===== config.mk =====
export PLATFORM = sky130hd
export DESIGN_NAME = sram_mem_requester
export DESIGN_NICKNAME = d
export VERILOG_FILES = /design/src/rtl/sram_mem_requester.sv
export SDC_FILE = /design/constraint.sdc
export NUM_CORES = 1
export LEC_CHECK = 0
export BUFFER_PORTS_ARGS = -buffer_cell sky130_fd_sc_hd__buf_2
export CORE_MARGIN = 2
export CORE_UTILIZATION = 50
export DETAILED_ROUTE_END_ITERATION = 16
export PLACE_DENSITY_LB_ADDON = 0.15
export SYNTH_ARGS = -nofsm -noshare
export SYNTH_HDL_FRONTEND = slang
export SYNTH_SLANG_ARGS = --single-unit

===== constraint.sdc =====
create_clock -name clk -period 7 [get_ports clk]
set_input_delay 1.75 -clock clk [delete_from_list [all_inputs] [get_ports clk]]
set_output_delay 1.75 -clock clk [all_outputs]
set_load 0.005 [all_outputs]

===== src/rtl/sram_mem_requester.sv =====
// CPU-side requester for the SRAM controller handshake.
// Stores are posted into a small write buffer and drained in order; loads that hit
// a buffered store are forwarded with no SRAM access, load misses freeze the pipeline
// until the controller returns data.
module sram_mem_requester #(
    parameter int unsigned WB_DEPTH = 4
) (
    input  logic        clk,
    input  logic        rst,
    input  logic        mem_r_en,
    input  logic        mem_w_en,
    input  logic [31:0] mem_addr,
    input  logic [31:0] mem_wdata,
    output logic [31:0] mem_rdata,
    output logic        freeze,
    output logic        sram_wr_en,
    output logic        sram_rd_en,
    output logic [31:0] sram_address,
    output logic [31:0] sram_writeData,
    input  logic [31:0] sram_readData,
    input  logic        sram_ready
);

    localparam int unsigned PtrW = $clog2(WB_DEPTH);
    localparam int unsigned CntW = $clog2(WB_DEPTH + 1);
    localparam logic [CntW-1:0] WbFull = CntW'(WB_DEPTH);

    typedef enum logic [1:0] {StIdle, StWr, StRd, StResp} state_e;

    state_e state_q, state_d;

    // Write buffer storage and bookkeeping
    logic [31:0]     wb_addr_q [WB_DEPTH];
    logic [31:0]     wb_data_q [WB_DEPTH];
    logic [PtrW-1:0] wr_ptr_q;
    logic [PtrW-1:0] rd_ptr_q;
    logic [CntW-1:0] count_q, count_d;

    // Registered request outputs and captured load data
    logic        wr_en_q, wr_en_d;
    logic        rd_en_q, rd_en_d;
    logic [31:0] addr_q, addr_d;
    logic [31:0] wdata_q, wdata_d;
    logic [31:0] rdata_q, rdata_d;

    logic        rd_req;
    logic        push;
    logic        pop;
    logic        buf_empty;
    logic        fwd_hit;
    logic [31:0] fwd_data;
    logic [PtrW-1:0] fwd_idx;

    // A simultaneous load and store is treated as a store only
    assign rd_req    = mem_r_en && !mem_w_en;
    assign buf_empty = (count_q == '0);
    // Full is judged on the registered count, so a same-cycle pop never frees a slot early
    assign push      = mem_w_en && (count_q != WbFull);
    assign pop       = (state_q == StWr) && sram_ready;

    // Occupancy next-state
    always_comb begin
        count_d = count_q;
        unique case ({push, pop})
            2'b10:   count_d = count_q + 1'b1;
            2'b01:   count_d = count_q - 1'b1;
            default: count_d = count_q;
        endcase
    end

    // Write buffer: circular FIFO, push at tail, pop at head on drain completion
    always_ff @(posedge clk) begin
        if (rst) begin
            wr_ptr_q <= '0;
            rd_ptr_q <= '0;
            count_q  <= '0;
        end else begin
            if (push) begin
                wb_addr_q[wr_ptr_q] <= mem_addr;
                wb_data_q[wr_ptr_q] <= mem_wdata;
                wr_ptr_q            <= wr_ptr_q + 1'b1;
            end
            if (pop) begin
                rd_ptr_q <= rd_ptr_q + 1'b1;
            end
            count_q <= count_d;
        end
    end

    // Store-to-load forwarding: scan oldest to newest so the newest match wins;
    // the head entry being drained remains valid until its pop
    always_comb begin
        fwd_hit  = 1'b0;
        fwd_data = '0;
        fwd_idx  = '0;
        for (int unsigned i = 0; i < WB_DEPTH; i++) begin
            fwd_idx = rd_ptr_q + PtrW'(i);
            if (rd_req && (CntW'(i) < count_q) &&
                (wb_addr_q[fwd_idx][31:2] == mem_addr[31:2])) begin
                fwd_hit  = 1'b1;
                fwd_data = wb_data_q[fwd_idx];
            end
        end
    end

    assign mem_rdata = fwd_hit ? fwd_data : rdata_q;
    assign freeze    = (mem_w_en && (count_q == WbFull)) ||
                       (rd_req && !fwd_hit && (state_q != StResp));

    // FSM state register
    always_ff @(posedge clk) begin
        if (rst) begin
            state_q <= StIdle;
        end else begin
            state_q <= state_d;
        end
    end

    // FSM next-state: buffered (or arriving) stores always drain before a load miss
    always_comb begin
        state_d = state_q;
        unique case (state_q)
            StIdle: begin
                if (!buf_empty || push) begin
                    state_d = StWr;
                end else if (rd_req && !fwd_hit) begin
                    state_d = StRd;
                end
            end
            StWr: begin
                if (sram_ready) state_d = StIdle;
            end
            StRd: begin
                if (sram_ready) state_d = StResp;
            end
            StResp: begin
                state_d = StIdle;
            end
            default: state_d = StIdle;
        endcase
    end

    // FSM outputs: next values for the registered request signals
    always_comb begin
        wr_en_d = 1'b0;
        rd_en_d = 1'b0;
        addr_d  = addr_q;
        wdata_d = wdata_q;
        rdata_d = rdata_q;
        unique case (state_q)
            StIdle: begin
                if (!buf_empty) begin
                    wr_en_d = 1'b1;
                    addr_d  = wb_addr_q[rd_ptr_q];
                    wdata_d = wb_data_q[rd_ptr_q];
                end else if (push) begin
                    // Empty buffer: the arriving store becomes the head, issue it directly
                    wr_en_d = 1'b1;
                    addr_d  = mem_addr;
                    wdata_d = mem_wdata;
                end else if (rd_req && !fwd_hit) begin
                    rd_en_d = 1'b1;
                    addr_d  = mem_addr;
                end
            end
            StWr: begin
                wr_en_d = !sram_ready;
            end
            StRd: begin
                rd_en_d = !sram_ready;
                if (sram_ready) rdata_d = sram_readData;
            end
            StResp: begin
                wr_en_d = 1'b0;
                rd_en_d = 1'b0;
            end
            default: begin
                wr_en_d = 1'b0;
                rd_en_d = 1'b0;
            end
        endcase
    end

    // Request and response registers
    always_ff @(posedge clk) begin
        if (rst) begin
            wr_en_q <= 1'b0;
            rd_en_q <= 1'b0;
            addr_q  <= '0;
            wdata_q <= '0;
            rdata_q <= '0;
        end else begin
            wr_en_q <= wr_en_d;
            rd_en_q <= rd_en_d;
            addr_q  <= addr_d;
            wdata_q <= wdata_d;
            rdata_q <= rdata_d;
        end
    end

    assign sram_wr_en     = wr_en_q;
    assign sram_rd_en     = rd_en_q;
    assign sram_address   = addr_q;
    assign sram_writeData = wdata_q;

endmodule

== Word-level counts from Yosys, hierarchy flattened ==
Memory sizes are Yosys's and may differ from the RTL's. A register that Yosys moved wholly into a read port is not among the register bits.
Index checks and enable logic that the tools add are counted.
Storage, ports and cells
  bits in registers: 107
  memories: 2
  output and inout port bits: 99
  logic and storage cells: 98
  RAM bits: 256
  bits of input ports: 101
Operators by class
  reductions and logical operators: 27
  multiplexer cells: 33
  equal/unequal tests: 17
  $lt $le $gt $ge: 4
  $add $sub $neg: 6
Memory list
  wb_addr_q: words 4, width 32, rd ports 4, clocked after Yosys merged registers in 1, wr ports 1, RTL line 33  | logic [31:0] wb_addr_q [WB_DEPTH];
  wb_data_q: words 4, width 32, rd ports 4, clocked after Yosys merged registers in 1, wr ports 1, RTL line 34  | logic [31:0] wb_data_q [WB_DEPTH];
Operators by type and width (count)
  32-bit 2-to-1 mux: 10
  30-bit equality test: 4
  2-bit 2-to-1 mux: 8
  1-bit logical AND: 14
  1-bit 2-to-1 mux: 11
  2-bit inequality test, second input constant: 4
  2-bit one-hot mux with 4 select lines: 1
  2-bit equality test, second input constant: 3
  1-bit by 3-bit < comparator with 1-bit output, first input constant: 2
  2-bit by 3-bit < comparator with 1-bit output, first input constant: 2
  3-bit inequality test, second input constant: 2
  3-bit one-hot mux with 2 select lines: 1
  2-bit AND reduction: 3
  2-bit by 1-bit adder with 2-bit output, second input constant: 2
  2-bit adder, second input constant: 2
  2-bit by 1-bit equality test with 1-bit output, second input constant: 2
  1-bit zero test: 4
  1-bit one-hot mux with 2 select lines: 2
  3-bit by 1-bit adder with 3-bit output, second input constant: 1
  3-bit equality test, second input constant: 1
  3-bit zero test: 1
  3-bit by 2-bit inequality test with 1-bit output, second input constant: 1
  3-bit AND reduction: 1
  3-bit by 1-bit subtractor with 3-bit output, second input constant: 1
  3 further kinds: 4

== Longest topological paths before layout ==
Gate-level depths: netlist of the first run.
  word-level depth: 14
  depth in mapped cells: 16
  gate-level depth less buffers: 11

== Worst setup path before layout of the first run ==
OpenSTA, ideal clock, no wires.
  path type: input -> output
  start point: input port mem_w_en
  end point: output port mem_rdata[10]
  data required time: 5.250 ns
  setup slack: 0.962 ns
  stages on the path: 12
  buffers on the path: 3
  arrival time: 4.288 ns
  cell sequence: clkbuf_1 nor2b_1 nand2_1 a311o_1 or4_1 or4_4 nor2_1 or2_1 buf_2 buf_2 nor2_1 o21ai_1
On the way
  cells in the longest elaborated chain, start to end: 9
RTL lines
  start: declaration: RTL line 11  | input logic mem_w_en,
  1-bit zero test *: RTL line 55  | assign rd_req = mem_r_en && !mem_w_en;
  1-bit logical AND *: RTL line 55
  1-bit logical AND (2 in series): RTL line 98  | if (rd_req && (CntW'(i) < count_q) &&
  32-bit 2-to-1 mux / 1-bit 2-to-1 mux (equally long branches) (4 in series): RTL line 98
  32-bit 2-to-1 mux *: RTL line 106  | assign mem_rdata = fwd_hit ? fwd_data : rdata_q;
  end: declaration: RTL line 14  | output logic [31:0] mem_rdata,
Mark *: on every way between the ends. The rest lies on a longest branch, timed or not.

== Worst setup path in the final report of the first run ==
  start point: register rd_ptr_q[1]
  end point: output port mem_rdata[7]
On the way
  cells in the longest elaborated chain, start to end: 8
RTL lines
  start: declaration: RTL line 36  | logic [PtrW-1:0] rd_ptr_q;
  start signal: assignment: RTL line 84  | rd_ptr_q <= rd_ptr_q + 1'b1;
  2-bit by 1-bit adder with 2-bit output: RTL line 97  | fwd_idx = rd_ptr_q + PtrW'(i);
  memory 4 x 32 bit
  30-bit equality test: RTL line 99  | (wb_addr_q[fwd_idx][31:2] == mem_addr[31:2])) begin
  1-bit logical AND: RTL line 98
  32-bit 2-to-1 mux / 1-bit 2-to-1 mux (equally long branches) (3 in series): RTL line 98
  32-bit 2-to-1 mux *: RTL line 106
Marks and branches as above.

==> flow_summary.toml, run 1 <==
[status]
status = "finished clean"

[synthesis]
synth-main-ff-cell = "edfxtp_1"
synth.distinct_cells = 61
synthMostInstantiatedCell = "nand2_1"
synth_fa_ha_area_share_pct = 0.516
yosysTopAreaCell = "edfxtp_1"
seq_area_frac_synth_pct = 45.2
avgSynthCellArea_um2 = 11.1
synth_common_cells = "280 x nand2_1, 256 x edfxtp_1, 255 x mux2i_1, 159 x nor2_1, 109 x dfxtp_1"
yosys.area_share.simple_pct = 11.3
synth_top_family_by_area = "multiplexers"
synth_top_area_share_pct = 35.2
yosys-top-cells-area = "edfxtp_1 35%, mux2i_1 12%, mux4_2 10%"
syn-num-nets = 2080
synth-compound-area-share_pct = 10.6
yosysWarnings = 0
syn_area_um2 = 21800
synth-xor-area-share_pct = 4.53
ys_ff_latch = 365
synthArstFlopShare_pct = 0
synthMuxAreaShare_pct = 23.9
synth_edf_count = 256
synthCells = 1970

[floorplan]
dieWidth_um = 213
io-pin-count = 200
rows = 76
initial_core_util_pct = 50.7
core-area_um2 = 43100
fp.dieH_um = 213
fp.dieArea_um2 = 45400

[cts]
cts-resized-gates = 0
clk_latency_ns = 0.57
ctsHoldBuffers = 0
h-tree-depth = 2
cts.clk_slew.worst_paths_ns = 0.06
cts_root_buf = "clkbuf_16"
cts_buffers = 43
cts_setup_buffers = 0
cts_sinks = 365
cts_buffer_depth = 3
cts_tree = "built"

[layout]
multi_input_area_um2 = 11100
area_delta_synth_final_pct = 12.8
regArea_um2 = 9880
nFillCells = 3621
final_util_pct = 57.2
final_nets = 2182
drive_gt1_share_pct = 23.3

[sta]
fmax_mhz = 157
tns_ns = 0
hold_violations = 0
slew_violations = 0
slew_headroom_pct = 21.5
setup_viol = 0
period_needed_ns = 6.39
fin_skew_ns = 0.0211
rsz0062_at_grt = "no"
fin_crit_sh_pct = 91.3
worst_pin_slew_ns = 1.18

[global_route]
grt_pass1_vias = 15600
grt_usage_pct = 27.3
grt_max_degree = 115
grt_pass1_wl_um = 93900
overflow = 0
antenna_found_initial = 4

[critical_path]
r2r_end = "sram_address[1]"
cp-end-kind = "output port"
worstPathArrival_ns = 4.64
crit_start = "rd_ptr_q[1]"
cp-start-kind = "register"
r2r_start = "rd_ptr_q[0]"
reg2reg_depth = 10
setup.worst_path.class = "register to output port"
r2r_slack_ns = 2.22
crit_required_ns = 5.25
crit_fanout = 43

[routing]
vias_per_cell = 6.04
dr_wl_met2_um = 29800
wl_per_cell_um = 23.2
drcViolationCount = 0
highest_layer = "met5"
wl_um = 62400
vias = 16300
dr.pass1.iters = 6
dr_wl_met3_um = 4460
drtIter0Drc = 1327
met1Wirelength_um = 26600
ant_nets = 0

[hold_path]
hold_path_class = "register to register"
min_from = "rdata_q[13]"
whs_path_depth = 2
min_to = "rdata_q[13]"

[power]
vdd_ir_drop_max_v = 0.000158
powerDensity_nw_per_um2 = 257
p_leak_nw = 8.23

[run]
max_cap_violations = 0

[placement]
portBuffers = 199
dp.final_hpwl_um = 42100
place_congestion = 0.947
[cell type report]
cell class,count,share of cell area [%]
antenna,1,0.0102
multi-input combinational,1411,45.2
tap,585,2.97
clock inverter,21,0.965
timing repair buffer,237,5.46
inverter,14,0.218
clock buffer,58,5.01
sequential,365,40.1
[worst max-delay path by stage]
stage / end / slack, ns / cells after the start
6_report: mem_rdata[7] / 0.61 / 12
5_1_grt: mem_rdata[7] / 0.38 / 12
4_1_cts: mem_rdata[6] / 0.61 / 12
3_5_place_dp: mem_rdata[4] / 0.68 / 12
3_3_place_gp: mem_rdata[7] / 0.73 / 12
2_1_floorplan: mem_rdata[10] / 0.96 / 12
[per-layer routing]
layer / GRT usage (%) / up-vias
li1: - / 7546
met1: 37.1 / 7992
met2: 45.0 / 600
met3: 4.84 / 108
met4: 7.91 / 6
met5: 0 / -
[cells in the final DEF (no fill, tap or decap), types with 41 or more instances in the layout]
cell type and count:
nand2_1 279, mux2i_1 255, o21ai_0 41, xnor2_1 95
nor2_1 157, mux4_2 97, edfxtp_1 256, dfxtp_1 105
buf_2 198, clkbuf_16 45, a21oi_1 101
[report_power, final]
group,switching (mW),internal [mW]
logic,0.849,0.550
registers,0.123,2.47
clock network,0.908,1.42
[flip-flops by register name, indices dropped and copies added (netlist names), named ones only]
signal          flops
rd_ptr_q            2
sram_writeData     32
wr_ptr_q            2
count_q             3
sram_rd_en          1
sram_address       32
sram_wr_en          1
wb_data_q         128
state_q             2
rdata_q            32
wb_addr_q         128
[critical path, stage by stage, from the launching register on]
cell and delay [ns]:
dfxtp_4 0.63, buf_4 0.59, mux2i_1 0.45, o22ai_1 0.17, nor4_1 0.32, o21ai_1 0.11, or4_1 0.59, nor4_4 0.23
or2_1 0.14, buf_4 0.34, nor2_1 0.13, o21ai_1 0.17, buf_2 0.14
[through the flow]
| stage | power, mW | instances | worst slack [ns] | cell area [µm²] | hold WS (ns) |
|---|---|---|---|---|---|
| global placement | 4.01 | 2612 | 0.730 | 23200 | 0.443 |
| global route | 6.58 | 2691 | 0.378 | 24600 | 0.470 |
| finish | 6.32 | 2692 | 0.610 | 24600 | 0.459 |
| floorplan | 3.55 | 1970 | 0.962 | 21800 | 0.437 |
| CTS | 6.36 | 2691 | 0.610 | 24600 | 0.458 |
| detailed placement | 4.03 | 2612 | 0.676 | 23200 | 0.450 |
[logic make-up after synthesis]
kind of cell               count (synthesis)
muxes                                    395
DFF                                      365
and+or+nand+nor                          562
buffers and inverters                    194
AOI/OAI and AO/OA                        332
xor gates and xnor gates                 113
adders and majority gates                  9
(Power assumes the default switching activity.)
==> run 2, diff against run 1 <==
--- a/config.mk
+++ b/config.mk
@@ -5,6 +5,7 @@
 export SDC_FILE = /design/constraint.sdc
 export NUM_CORES = 1
 export LEC_CHECK = 0
+export ABC_AREA = 1
 export BUFFER_PORTS_ARGS = -buffer_cell sky130_fd_sc_hd__buf_2
 export CORE_MARGIN = 2
 export CORE_UTILIZATION = 50
==> flow_summary.toml, run 2 <==
[global_route]
grt_pass1_vias = 23100
grt_pass1_wl_um = 135000
grt_usage_pct = 36.6
antenna_found_initial = 6
grt_max_degree = 235
overflow = 0

[synthesis]
seq_area_frac_synth_pct = 42.3
synthMostInstantiatedCell = "nand2_1"
syn-num-nets = 3617
synth_edf_count = 256
yosys-top-cells-area = "edfxtp_1 33%, nand2_1 25%, dfxtp_1 9.3%"
syn_area_um2 = 23300
synth.distinct_cells = 29
synth_top_area_share_pct = 32.9
synthCells = 3507
synth_common_cells = "1571 x nand2_1, 368 x nand3_1, 272 x a21oi_1, 256 x edfxtp_1, 202 x nor2_1"
yosysTopAreaCell = "edfxtp_1"
synthArstFlopShare_pct = 0
ys_ff_latch = 365
avgSynthCellArea_um2 = 6.66
yosysWarnings = 0
synth-main-ff-cell = "edfxtp_1"

[sta]
worst_slack_ns = 0.596
slew_violations = 0
fmax_mhz = 156
slew_headroom_pct = 21.9
fin_crit_sh_pct = 91.5
fin_skew_ns = 0.0195
tns_ns = 0
worst_pin_slew_ns = 1.16
rsz0062_at_grt = "no"
setup_viol = 0
period_needed_ns = 6.40
hold_violations = 0
fin_hold_ws_ns = 0.462

[critical_path]
crit_required_ns = 5.25
cp.buffers_inverters = 4
crit_chain = "buf_4 > nand2_1 > nand2_4 > buf_4 > nand2_1 > nand3_1 > nand4_1 > nor3_1 > nand2_1 > nor2_2 > buf_4 > nand4_1 > nand3_1 > nand2_1 > nand2_1 > nand2_1 > buf_2"
critPathTopFamily = "simple AND/OR/NAND/NOR gates"
cp_slowest_stage_delay_ns = 0.67
cp-start-kind = "register"
cp-end-kind = "output port"
crit_path_top_delay_cell = "dfxtp_2"
worstPathArrival_ns = 4.65
crit_fanout = 47
crit_top_cell = "nand2_1"
setup.worst_path.class = "register to output port"

[cts]
cts.clk_slew.worst_paths_ns = 0.06
cts_buffer_depth = 3
clk_latency_ns = 0.58
cts_tree = "built"
cts_buffers = 42
cts-resized-gates = 0
ctsHoldBuffers = 0
cts_sinks = 365
h-tree-depth = 2
cts_root_buf = "clkbuf_16"
cts_setup_buffers = 0

[routing]
wl_um = 90400
met1Wirelength_um = 37800
highest_layer = "met5"
vias = 25100
drcViolationCount = 0
ant_nets = 0
dr.pass1.iters = 7
vias_per_cell = 5.94
wl_per_cell_um = 21.4
dr_wl_met2_um = 41400
drtIter0Drc = 3018
dr_wl_met3_um = 7930

[floorplan]
core-area_um2 = 46400
initial_core_util_pct = 50.3
fp.dieArea_um2 = 48400
fp.dieH_um = 220
io-pin-count = 200
rows = 79
dieWidth_um = 220

[layout]
regArea_um2 = 9880
final_common_cell = "nand2_1"
final_cell_count_no_fill = 4233
largestRegisters = "wb_addr_q: 128 flops, wb_data_q: 128 flops"
layout_common_cells = "1570 x nand2_1, 368 x nand3_1, 272 x a21oi_1"
final_nets = 3699
area_delta_synth_final_pct = 12.3
multi_input_area_um2 = 12000
drive_gt1_share_pct = 9.44
stdcell_area_um2 = 26200
nFillCells = 4452

[run]
max_cap_violations = 0

[hold_path]
hold_path_class = "register to register"

[placement]
portBuffers = 199
place_area_um2 = 24700
dp_cells = 4152
dp.final_hpwl_um = 61800
place_congestion = 1.03
place_ws_ns = 1.02

[power]
powerDensity_nw_per_um2 = 355
p_leak_nw = 12.1
vdd_ir_drop_max_v = 0.000231

[status]
status = "finished clean"
-- run 2: cell types whose count changed after synthesis, moves of 48 or more --
cell     change
nand2_1   +1291
nand3_1    +361
mux2i_1    -255
a21oi_1    +171
o21ai_0    +143
inv_1      +135
mux4_2      -97
xnor2_1     -95
nand4_1     +48
-- run 2: per-stage QoR --
step           utilization (%)  power [mW]
2_1_floorplan                -        5.37
3_3_place_gp              53.3        6.77
3_5_place_dp              53.3        6.84
4_1_cts                   56.5        9.21
5_1_grt                   56.5        9.81
6_report                  56.5        9.29
-- run 2: routing by layer --
metal	vias to the layer above	GRT usage (%)
met3	220	5.01
met2	1386	59.1
met1	11800	49.9
met4	6	14.0
li1	11800	-
met5	-	0
-- run 2: cell type report --
| cell class | count | area share, % |
|---|---|---|
| Sequential cell | 365 | 37.7 |
| Inverter | 157 | 2.27 |
| Clock inverter | 24 | 1.20 |
| Multi-Input combinational cell | 2774 | 45.8 |
| Clock buffer | 54 | 4.46 |
| Antenna cell | 3 | 0.0287 |
| Tap cell | 607 | 2.90 |
| Timing Repair Buffer | 249 | 5.62 |
-- run 2: tightest hold or removal path, cell delays in order (launching register included) --
cell and delay (ns):
dfxtp_1 0.31, nand2_1 0.06, a21oi_1 0.05
-- run 2: logic make-up (layout without fill, tap and decap cells) --
group / count (synthesis) / count (layout) / share of synthesized area, %
AOI/OAI and AO/OA: 529 / 529 / 11.8
xor gates and xnor gates: 2 / 2 / 0.0751
adders and majority gates: 9 / 9 / 0.482
buffers and inverters: 368 / 484 / 6.53
DFF: 365 / 365 / 42.3
other: 0 / 3 / 0
and+or+nand+nor: 2234 / 2234 / 38.9
-- run 2: worst paths after layout --
| path | start | endpoint | slack, ns | cells past startpoint |
|---|---|---|---|---|
| hold reg to reg | rdata_q[0] | rdata_q[0] | 0.46 | 2 |
| setup / recovery | rd_ptr_q[1] | mem_rdata[26] | 0.60 | 17 |
| hold / removal | rdata_q[0] | rdata_q[0] | 0.46 | 2 |
| setup reg to reg | rd_ptr_q[1] | sram_address[3] | 2.70 | 20 |
-- run 2: report_power, final --
| part | total, mW | internal (mW) | switching [mW] |
|---|---|---|---|
| Sequential | 2.77 | 2.60 | 0.177 |
| Clock | 2.38 | 1.44 | 0.938 |
| Combinational | 4.14 | 1.12 | 3.02 |
